===== src/rtl/display_pkg.sv =====
// -----------------------------------------------------------------------------
// display_pkg
// Shared types for the LED-matrix frame path: grid geometry, pixel coordinate,
// requester identities and the frame arbiter state encoding.
// Optional build macro: FRAME_CLEAR_EN adds the ST_CLEAR state.
// -----------------------------------------------------------------------------
package display_pkg;

   localparam int GRID_DIM = 16;

   // grid[row][col], one bit per LED
   typedef logic [GRID_DIM-1:0][GRID_DIM-1:0] grid_t;
   typedef logic [3:0] coord_t;

   typedef enum logic {
      REQ_GAME    = 1'b0,
      REQ_OVERLAY = 1'b1
   } req_id_t;

   typedef enum logic [1:0] {
      ST_IDLE      = 2'd0,
      ST_GRANT     = 2'd1,
      ST_SWAP_WAIT = 2'd2
`ifdef FRAME_CLEAR_EN
      , ST_CLEAR   = 2'd3
`endif
   } state_t;

endpackage


===== src/rtl/rr_arbiter2.sv =====
// -----------------------------------------------------------------------------
// rr_arbiter2
// Two-way grant selector. With RR_EN=1 a double request goes to the requester
// that was not served last; with RR_EN=0 requester 1 always wins.
// Ports:
//   clk, reset : clock, synchronous active-high reset
//   i_req      : per-requester request
//   i_take     : the winner is actually granted this cycle (updates history)
//   o_gnt      : one-hot winner (combinational), 0 when nobody requests
//   o_valid    : at least one request present
// -----------------------------------------------------------------------------
module rr_arbiter2
   import display_pkg::*;
#(
   parameter bit RR_EN = 1'b1
) (
   input  logic       clk,
   input  logic       reset,
   input  logic [1:0] i_req,
   input  logic       i_take,
   output logic [1:0] o_gnt,
   output logic       o_valid
);

   req_id_t r_rr_last;
   req_id_t w_winner;

   always_comb begin
      w_winner = REQ_GAME;
      if (i_req == 2'b11) begin
         if (RR_EN)
            w_winner = (r_rr_last == REQ_OVERLAY) ? REQ_GAME : REQ_OVERLAY;
         else
            w_winner = REQ_OVERLAY;
      end else if (i_req[1]) begin
         w_winner = REQ_OVERLAY;
      end
   end

   assign o_valid = |i_req;
   assign o_gnt   = o_valid ? {w_winner == REQ_OVERLAY, w_winner == REQ_GAME} : 2'b00;

   // Reset to OVERLAY so that the game renderer is served first
   always_ff @(posedge clk) begin
      if (reset)
         r_rr_last <= REQ_OVERLAY;
      else if (i_take && o_valid)
         r_rr_last <= w_winner;
   end

endmodule


===== src/rtl/grid_frame_arbiter.sv =====
// -----------------------------------------------------------------------------
// grid_frame_arbiter
// Owns the 16x16 frame for the LED matrix driver. Two renderers share a back
// buffer under a one-hot grant; a committed frame is copied to the front
// buffer (grid) only on a display frame_tick so the driver never sees a
// half-drawn image. A grant held too long without commit is revoked.
// Optional build macro: FRAME_CLEAR_EN -- after each swap the back buffer is
// zeroed one row per cycle (16 cycles) before new grants are accepted.
// Ports:
//   clk, reset  : clock, synchronous active-high reset
//   req[1:0]    : access request per requester (0 = game, 1 = overlay)
//   gnt[1:0]    : one-hot grant
//   wr_en/wr_row/wr_col/wr_pix : per-requester pixel write port
//   commit[1:0] : frame complete, releases grant and requests a swap
//   frame_tick  : display refresh boundary pulse
//   grid        : front buffer, grid[row][col]
//   swap_done   : one-cycle pulse after grid is updated
//   timeout_err : one-cycle pulse on forced grant revoke
// -----------------------------------------------------------------------------
module grid_frame_arbiter
   import display_pkg::*;
#(
   parameter int HOLD_MAX      = 1024,
   parameter bit RR_EN_DEFAULT = 1'b1
) (
   input  logic             clk,
   input  logic             reset,
   input  logic [1:0]       req,
   output logic [1:0]       gnt,
   input  logic [1:0]       wr_en,
   input  coord_t [1:0]     wr_row,
   input  coord_t [1:0]     wr_col,
   input  logic [1:0]       wr_pix,
   input  logic [1:0]       commit,
   input  logic             frame_tick,
   output grid_t            grid,
   output logic             swap_done,
   output logic             timeout_err
);

   localparam int CNT_W = (HOLD_MAX > 1) ? $clog2(HOLD_MAX) : 1;
   localparam logic [CNT_W-1:0] HOLD_LAST = CNT_W'(HOLD_MAX - 1);

   state_t           r_state;
   logic [1:0]       r_gnt;
   logic [CNT_W-1:0] r_hold;
   grid_t            r_back;
   grid_t            r_grid;
   logic             r_swap_done;
   logic             r_timeout;
`ifdef FRAME_CLEAR_EN
   coord_t           r_clr_row;
`endif

   logic [1:0] w_arb_gnt;
   logic       w_arb_valid;
   logic       w_take;

   // Requests are only looked at in IDLE
   assign w_take = (r_state == ST_IDLE);

   rr_arbiter2 #(
      .RR_EN (RR_EN_DEFAULT)
   ) u_arb (
      .clk     (clk),
      .reset   (reset),
      .i_req   (req),
      .i_take  (w_take),
      .o_gnt   (w_arb_gnt),
      .o_valid (w_arb_valid)
   );

   always_ff @(posedge clk) begin
      if (reset) begin
         r_state     <= ST_IDLE;
         r_gnt       <= 2'b00;
         r_hold      <= '0;
         r_back      <= '0;
         r_grid      <= '0;
         r_swap_done <= 1'b0;
         r_timeout   <= 1'b0;
`ifdef FRAME_CLEAR_EN
         r_clr_row   <= '0;
`endif
      end else begin
         r_swap_done <= 1'b0;
         r_timeout   <= 1'b0;

         // gnt is only ever set in GRANT, so this also gates writes by state;
         // a write in the commit cycle lands before the swap is armed
         for (int i = 0; i < 2; i++) begin
            if (r_gnt[i] && wr_en[i])
               r_back[wr_row[i]][wr_col[i]] <= wr_pix[i];
         end

         case (r_state)
            ST_IDLE: begin
               if (w_arb_valid) begin
                  r_gnt   <= w_arb_gnt;
                  r_hold  <= '0;
                  r_state <= ST_GRANT;
               end
            end
            ST_GRANT: begin
               if (|(commit & r_gnt)) begin
                  r_gnt   <= 2'b00;
                  r_state <= ST_SWAP_WAIT;
               end else if (r_hold == HOLD_LAST) begin
                  r_gnt     <= 2'b00;
                  r_timeout <= 1'b1;
                  r_state   <= ST_IDLE;
               end else begin
                  r_hold <= r_hold + 1'b1;
               end
            end
            ST_SWAP_WAIT: begin
               if (frame_tick) begin
                  r_grid      <= r_back;
                  r_swap_done <= 1'b1;
`ifdef FRAME_CLEAR_EN
                  r_clr_row   <= '0;
                  r_state     <= ST_CLEAR;
`else
                  r_state     <= ST_IDLE;
`endif
               end
            end
`ifdef FRAME_CLEAR_EN
            ST_CLEAR: begin
               r_back[r_clr_row] <= '0;
               r_clr_row         <= r_clr_row + 4'd1;
               if (r_clr_row == 4'd15)
                  r_state <= ST_IDLE;
            end
`endif
            default: r_state <= ST_IDLE;
         endcase
      end
   end

   assign gnt         = r_gnt;
   assign grid        = r_grid;
   assign swap_done   = r_swap_done;
   assign timeout_err = r_timeout;

endmodule


===== config.mk =====
export PLATFORM = sky130hd
export DESIGN_NAME = grid_frame_arbiter
export DESIGN_NICKNAME = d
export VERILOG_FILES = /design/src/rtl/display_pkg.sv /design/src/rtl/rr_arbiter2.sv /design/src/rtl/grid_frame_arbiter.sv
export SDC_FILE = /design/constraint.sdc
export NUM_CORES = 1
export LEC_CHECK = 0
export BUFFER_PORTS_ARGS = -buffer_cell sky130_fd_sc_hd__buf_2
export CAP_MARGIN = 20
export CORE_ASPECT_RATIO = 1.25
export CORE_MARGIN = 4
export CORE_UTILIZATION = 45
export CTS_CLUSTER_SIZE = 30
export DETAILED_ROUTE_END_ITERATION = 10
export MAX_ROUTING_LAYER = met4
export REMOVE_ABC_BUFFERS = 1
export SLEW_MARGIN = 30
export SYNTH_ARGS = -nofsm -noshare
export SYNTH_HDL_FRONTEND = slang
export SYNTH_SLANG_ARGS = --single-unit

===== constraint.sdc =====
create_clock -name clk -period 3.23 [get_ports clk]
set_clock_uncertainty 0.2 [all_clocks]
set_input_delay 0.646 -clock clk [delete_from_list [all_inputs] [get_ports clk]]
set_output_delay 0.646 -clock clk [all_outputs]
set_load 0.005 [all_outputs]

==> results by stage, run 1 <==
Status:
- The flow ran to the end, and the final reports show no timing, DRC or antenna violations.

Synth:
- Counting flops and latches in the post-synthesis netlist gives 529.
- Counting instances in the post-synthesis netlist gives the leading cell types as 801 x nand2_1, 529 x dfxtp_1, 452 x nor3_1, 282 x clkbuf_1, 260 x a21oi_1.
- The synthesized area per cell is a little under 8 sq um.
- Of the synthesized area, sequential elements account for 42.9%.
- For this run, asynchronously set or reset flops after synthesis account for 0%.
- In the post-synthesis netlist, the cell with the most instances is nand2_1.
- In the synthesized netlist the dominant register cell turns out to be dfxtp_1.
- Yosys printed 0 warnings.
- Yosys attributes the largest share of cell area to dfxtp_1 43%, nand2_1 12%, mux2i_1 10%, nor3_1 9.2%, a211oi_1 7.8%.
- The synthesized design contains 0 enable-type register cells.
- The mapped cell area is approximately 25000 sq um.
- The synthesized instance count is 3125.
- The number of library cell types mapped by synthesis is 50.
- After synthesis, the largest area contributor takes up 42.9% of total cell area.
- The synthesized design spends more area on one cell type than any other, namely dfxtp_1.

Timing:
- Setup repair after global routing left no endpoint under its margin.
- Setup violations remaining at the end of the flow were counted as 0.
- The final setup TNS is 0 ns.
- The number of hold violations in the final report was 0.
- The fmax is 401 MHz.
- The number of pins with negative max-slew slack in the final report is 0.
- The smallest setup slack after layout is 0.736 ns.
- The post-route clock period utilization is approximately 77%.
- Final hold analysis gives a worst-case slack of between 0.15 and 0.2 ns.
- The shortest clock period the worst path allows after layout is about 2.5 ns.
- The transition at the pin with the smallest max-transition slack is 0.937 ns.
- Measured against its own limit, the worst slew margin works out to between 30 and 40%.

Pwr:
- Cell internal power was estimated by the tool at 0.0107 W.
- Of the total power, the clock network draws approximately 48%.
- The worst supply voltage drop on vdd is 0.420 mV.
- The switching power share of the total is 23.7%.
- The relative contribution of combinational cells to total power is around 5.4%.
- The proportion of power drawn by flip-flops and latches is 46.5%.
- Summed over all cells, the static leakage comes to ~9.2 nW.
- For this design the ratio of total power to cell area is 485 nW/um^2.
- For this design the total switching power over the nets is between 0.003 and 0.004 W.

Floorplanning:
- The effective utilization at floorplan is 45.7%.
- In this run the core area contains 95 standard-cell rows.
- The total core area is approximately 54000 sq um.
- The floorplan die area is ~60000 sq um.
- The I/O pin count is 287.
- The die outline height is 270 um.
- The overall die width is roughly 220 um.

CTS:
- Clock latency on the worst-skew pair, taken at its later pin, is 0.62 ns.
- Post-CTS repair changed the size of 0 cells.
- Clock-pin slew was measured on the worst setup and hold paths at 0.06 ns.
- The post-CTS setup-driven buffer insertion count is 0.
- Clock tree synthesis found a total of around 530 sinks.
- The number of levels in the clock H-tree is 2.
- The maximum clock path buffer count is 3.
- The tree is rooted in a clkbuf_16.
- The TritonCTS clock tree is done.
- The number of clock buffers inserted by TritonCTS is 53.
- The number of hold buffers added after CTS is 0.

Routing:
- The vias after detailed routing is 24400.
- The wire length reported by the detailed router is 92.3 mm.
- The residual DRC count is 0.
- The average detailed-routed wire length per instance is 22.8 um.
- For this block, the initial DRC count from the detailed router was 2593.
- The count of nets left with antenna violations once routing finished came out at 0.
- The routed via count divided by cell count is 6.02.
- The number of detailed-routing iterations run before antenna repair is 6.

Critical path:
- The maximum fanout encountered on the critical timing path is 48.
- The type of the setup path with the least slack is register to register.
- The slowest cell on the critical path is dfxtp_1.
- The buffer and inverter count on the worst path is 1.
- Walking the worst path, the cells encountered are nand4b_1 -> buf_12 -> nor3_1 -> mux2i_1 -> a211oi_1.
- The highest cell delay on the worst timing path is 0.69 ns.
- The largest delay contributor family on the critical path is simple AND/OR/NAND/NOR gates.
- STA classifies the critical path startpoint as a register.
- STA classifies the critical path endpoint as a register.
- The required time of the worst setup path is 3.47 ns.
- Data on the critical path arrives at its endpoint at 2.74 ns.

GRT:
- The number of antenna violations at the first check in global routing is 11.
- Entering global routing, the biggest net connects 130 pins.
- The overall overflow remaining after global route is 0.
- The overall routing resource usage is 31.0%.
- The number of global-route vias before repair is 23400.
- The first-pass GRT wire length is 141 mm.

Hold path:
- The min-delay analysis places its worst path in the category input port to register.

Finish:
- Summing all non-filler instances in the final layout gives an area of about 29000 sq um.
- The relative area change from synthesis to final layout is 17.5%.
- The share of final-layout standard cells stronger than drive strength 1 is 17.1%.
- The filler cells instantiated in the layout total roughly 5200.
- The net count of the finished layout is 3296.
- The final standard cell count with taps included and fillers excluded is 4050.

Run:
- The number of max-capacitance violations reported is 0.

Placement:
- The total cell area at the placement stage is 27100 sq um.
- The pre-CTS setup slack is 0.494 ns.
- The total half-perimeter wirelength after legalization and detailed placement is 58.4 mm.
- The congestion estimate from routability-driven global placement came to 0.902.
- Port buffering added 286 buffers.
- Including well taps, the total number of placed cells is around 3900.
power groups by stage:
| stage | Sequential, W | Clock, W | Combinational, W |
|---|---|---|---|
| after CTS | 0.00655 | 0.00687 | 0.000747 |
| after global routing | 0.00655 | 0.00709 | 0.000803 |
| after detailed placement | 0.00670 | 0 | 0.000745 |
| after floorplan | 0.00669 | 0 | 0.000226 |
| final | 0.00655 | 0.00676 | 0.000766 |
| after global placement | 0.00670 | 0 | 0.000732 |
sequential cells by signal, indices dropped and copies added (netlist names):
register         cells
r_back             256
swap_done            1
r_state              2
r_hold              10
u_arb.r_rr_last      1
gnt                  2
timeout_err          1
grid               256
tightest hold or removal path, stage by stage:
cell	delay [ns]
buf_2	0.11
nand2_1	0.08
o32ai_1	0.08
final timing paths:
check / startpoint / endpoint / slack [ns] / cells after the start
setup / recovery: gnt[0] / r_back[200] / 0.74 / 5
hold / removal: req[1] / gnt[1] / 0.17 / 3
setup reg to reg: gnt[0] / r_back[200] / 0.74 / 5
hold reg to reg: grid[87] / grid[87] / 0.25 / 2
per-layer routing:
layer	part of all wire, %	GRT usage, %
met1	40	39.0
met2	46	48.2
met3	8.0	4.84
met4	5.9	16.1
met5	0	-
layout by cell type, fill, tap and decap left out, types with 13 or more instances in the layout:
cell type	n
a211oi_1	257
a21oi_1	260
buf_12	22
buf_2	283
buf_4	118
clkbuf_16	55
clkbuf_8	13
dfxtp_1	529
mux2i_1	256
nand2_1	800
nand3_1	49
nor2_1	33
nor3_1	448
nor3_2	26
nor4b_1	14
metrics by stage:
stage	total power, W	util (%)
2_1_floorplan	0.00692	-
5_1_grt	0.0144	53.6
6_report	0.0141	53.6
3_3_place_gp	0.00743	50.1
4_1_cts	0.0142	53.6
3_5_place_dp	0.00744	50.1
cell families (layout without fill, tap and decap cells):
logic type	after synthesis	after routing	synth area share (%)
mux	256	256	10.4
buf+inv	338	525	5.49
compound gates	541	541	13.8
simple gates	1460	1460	27.4
fa+ha+maj	1	1	0.0507
other cells	0	11	0
flops	529	529	42.9
final cells by class:
class                      count  area [sq um]  area share [%]
antenna                       11          27.5          0.0949
multi-input combinational   2258         12800            44.1
tap                          727           910            3.14
timing repair buffer         426          2780            9.58
sequential                   529         10600            36.5
clock inverter                22           317            1.09
clock buffer                  77          1590            5.48
(Power assumes the default switching activity.)
==> inputs of run 2 (changes only) <==
clock period = 2.55 ns   (was 3.23 ns; I/O delays follow)
==> run 2 against run 1 <==
Compared with the run above:
- cell count grew 0.84%
- global-route usage is 0.21 points lower
- utilization grew 0.69 points
- flip-flop and latch count is the same
- first-iteration DRC count fell by 6.6%
- largest cell class unchanged
==> results by stage, run 2 (synthesis gave the netlist of run 1 again) <==
Critical path:
- The data arrival time of the worst path is 2.58 ns (-0.16 ns).
- The type of the setup path with the least slack is register to register.
- In this run the critical register-to-register path is launched from gnt[0].
- The required time of the worst setup path was 2.81 ns (-0.66 ns).
- The maximum fanout encountered on the critical timing path is 32 (-33%).
- The worst setup path is captured at a register.
- STA classifies the critical path startpoint as a register.
- The startpoint of the worst setup timing path is gnt[0].

CTS:
- The maximum clock path buffer count was 3 (unchanged).
- The post-cts resize count is 0 (unchanged).
- The TritonCTS clock tree is done.
- The clock latency of the later-clocked register in the worst-skew pair is 0.62 ns (about the same).
- The number of clock buffers inserted by TritonCTS is 53 (unchanged).
- The clock slew seen by the registers of the worst setup and hold paths came to 0.06 ns (about the same).
- The clock tree root buffer cell is clkbuf_16.
- The clock net sink count is 529 (unchanged).
- The number of levels in the clock H-tree came to 2 (unchanged).

Timing:
- The final setup TNS came to 0 ns (unchanged).
- Setup repair after global routing left no endpoint under its margin.
- The shortest clock period the worst path allows after layout was 2.31 ns (-0.183 ns).
- The count of endpoints failing setup in the final report is 0 (unchanged).
- The worst slew margin relative to its limit is 55.1% (+18 points).
- The smallest setup slack after layout came to 0.239 ns (-0.497 ns).
- The smallest hold slack is 0.0437 ns (-0.127 ns).
- The fmax is 433 MHz (+7.9%).
- The number of pins with negative max-slew slack in the final report is 0 (unchanged).
- The transition at the pin with the smallest max-transition slack is 0.673 ns (-0.264 ns).
- The number of hold violations in the final report is 0 (unchanged).
- The post-route clock period utilization is 90.6% (+13 points).

Placement:
- The pre-CTS setup slack came to 0.184 ns (-0.310 ns).
- The final weighted congestion of routability-driven global placement is 0.903 (+0.11%).
- The total half-perimeter wirelength after legalization and detailed placement was 59.7 mm (+2.2%).
- The number of buffers added on ports is 286 (unchanged).
- The number of placed instances, taps included is 3973 (+0.84%).

Finish:
- Compared with the post-synthesis result, the final layout area differs by 19.0%.
- The library cell used most frequently in the layout, excluding fill and tap cells, is nand2_1.
- The net count of the finished layout was 3330 (+1.0%).
- The final standard cell count with taps included and fillers excluded is 4084 (+0.84%).
- The share of final-layout standard cells stronger than drive strength 1 is 18.0% (+0.87 points).
- The library cells used most frequently in the layout, excluding fill and tap cells, are 800 x nand2_1, 529 x dfxtp_1, 448 x nor3_1.

Routing:
- The residual DRC count came to 0 (unchanged).
- The first-iteration detailed-routing DRC count came to 2423 (-6.6%).
- The number of detailed-routing iterations run before antenna repair is 5 (-1).
- The wire length reported by the detailed router was 92.2 mm (about the same).
- The average detailed-routed wire length per instance was 22.6 um (-0.92%).
- The routed via count divided by cell count is 5.98 (-0.59%).
- The count of antenna-violating nets left after detailed routing is 0 (unchanged).
- The vias after detailed routing is 24400 (+0.25%).

GRT:
- The overall overflow remaining after global route is 0 (unchanged).
- The first-pass GRT wire length is 140 mm (-0.73%).
- The largest net degree at the start of global routing came to 102 (-22%).
- The number of global-route vias before repair is 23400 (-0.056%).
- The number of antenna violations at the first check in global routing is 11 (unchanged).
- The overall routing resource usage was 30.8% (-0.21 points).

Floorplanning:
- The I/O pin count is 287 (unchanged).
- The floorplan die area was 58700 sq um (unchanged).
- The number of standard-cell rows in the floorplan is 95 (unchanged).
- The die outline height is 270 um (unchanged).
- The overall die width is 218 um (unchanged).
- The total core area is 54100 sq um (unchanged).
- The effective utilization at floorplan came to 45.7% (unchanged).

Hold path:
- The type of the most critical hold path is input port to register.
- The critical hold path startpoint is req[0].

Pwr:
- The worst supply voltage drop on vdd came to 0.529 mV (+26%).
- The power density over cell area is 608 nW/um^2 (+25%).
- The proportion of power drawn by flip-flops and latches is 46.5% (about the same).
- The cell leakage power is 9.38 nW (+2.0%).
- The sum of internal, switching and leakage power is 0.0179 W (+27%).
- The switching power of the nets is 0.00426 W (+28%).
- The cell-internal power is 0.0136 W (+27%).
- The switching power share of the total was 23.8% (+0.16 points).
- The clock network fraction of design power is 47.9% (about the same).
- The relative contribution of combinational cells to total power was 5.6% (+0.2 points).

Run:
- The number of max-capacitance violations reported is 0 (unchanged).

Status:
- The run finished with clean final reports.
-- run 2: cell count changes in the layout (fill, tap and decap cells not counted), sizes merged --
cell         before  now
dlygate4sd3       0    1
clkbuf           77   74
clkinvlp          1    4
buf             426  459
-- run 2: power groups by stage --
stage | Sequential [W] | Combinational, W | Clock [W]
detailed placement | 0.00848 | 0.000969 | 0
finish | 0.00830 | 0.00100 | 0.00856
global route | 0.00829 | 0.00104 | 0.00902
CTS | 0.00830 | 0.000972 | 0.00867
global placement | 0.00848 | 0.000957 | 0
floorplan | 0.00847 | 0.000286 | 0
-- run 2: path summary, 6_finish.rpt --
check           endpoint  slack (ns)  cells past startpoint
max          r_back[234]        0.24                      5
min               gnt[1]        0.04                      4
max reg2reg  r_back[234]        0.24                      5
min reg2reg    grid[211]        0.25                      2
-- run 2: cell type report --
cell class / count / area [sq um]
Multi-Input combinational cell: 2258 / 12800
Antenna cell: 11 / 27.5
Fill cell: 5156 / 24700
Timing Repair Buffer: 460 / 3150
Tap cell: 727 / 910
Clock buffer: 74 / 1570
Clock inverter: 25 / 339
Sequential cell: 529 / 10600
-- run 2: critical path, cell delays in order, from the launching register on --
cell and delay [ns]:
dfxtp_1 0.67, nand4_1 0.30, buf_4 0.37, nor3_1 0.30
mux2i_1 0.22, a211oi_1 0.09
-- run 2: stage by stage --
| stage | area, sq um | utilization [%] |
|---|---|---|
| floorplan | 23300 | - |
| global placement | 27400 | 50.7 |
| detailed placement | 27400 | 50.7 |
| CTS | 29400 | 54.3 |
| global route | 29400 | 54.3 |
| finish | 29400 | 54.3 |
-- run 2: what timing repair did --
| action | 4_1_cts | 5_1_grt |
|---|---|---|
| hold buffers | 1 | 0 |
| buffers inserted | 0 | 0 |
| endpoints found under the hold margin | 1 | 0 |
-- run 2: metal layers --
layer	vias to the layer above	part of all wire (%)	global-route usage [%]
met5	-	0	-
met4	0	5.4	15.2
met3	270	7.8	5.14
met2	1117	47	48.2
met1	11700	40	38.5
li1	11300	-	-
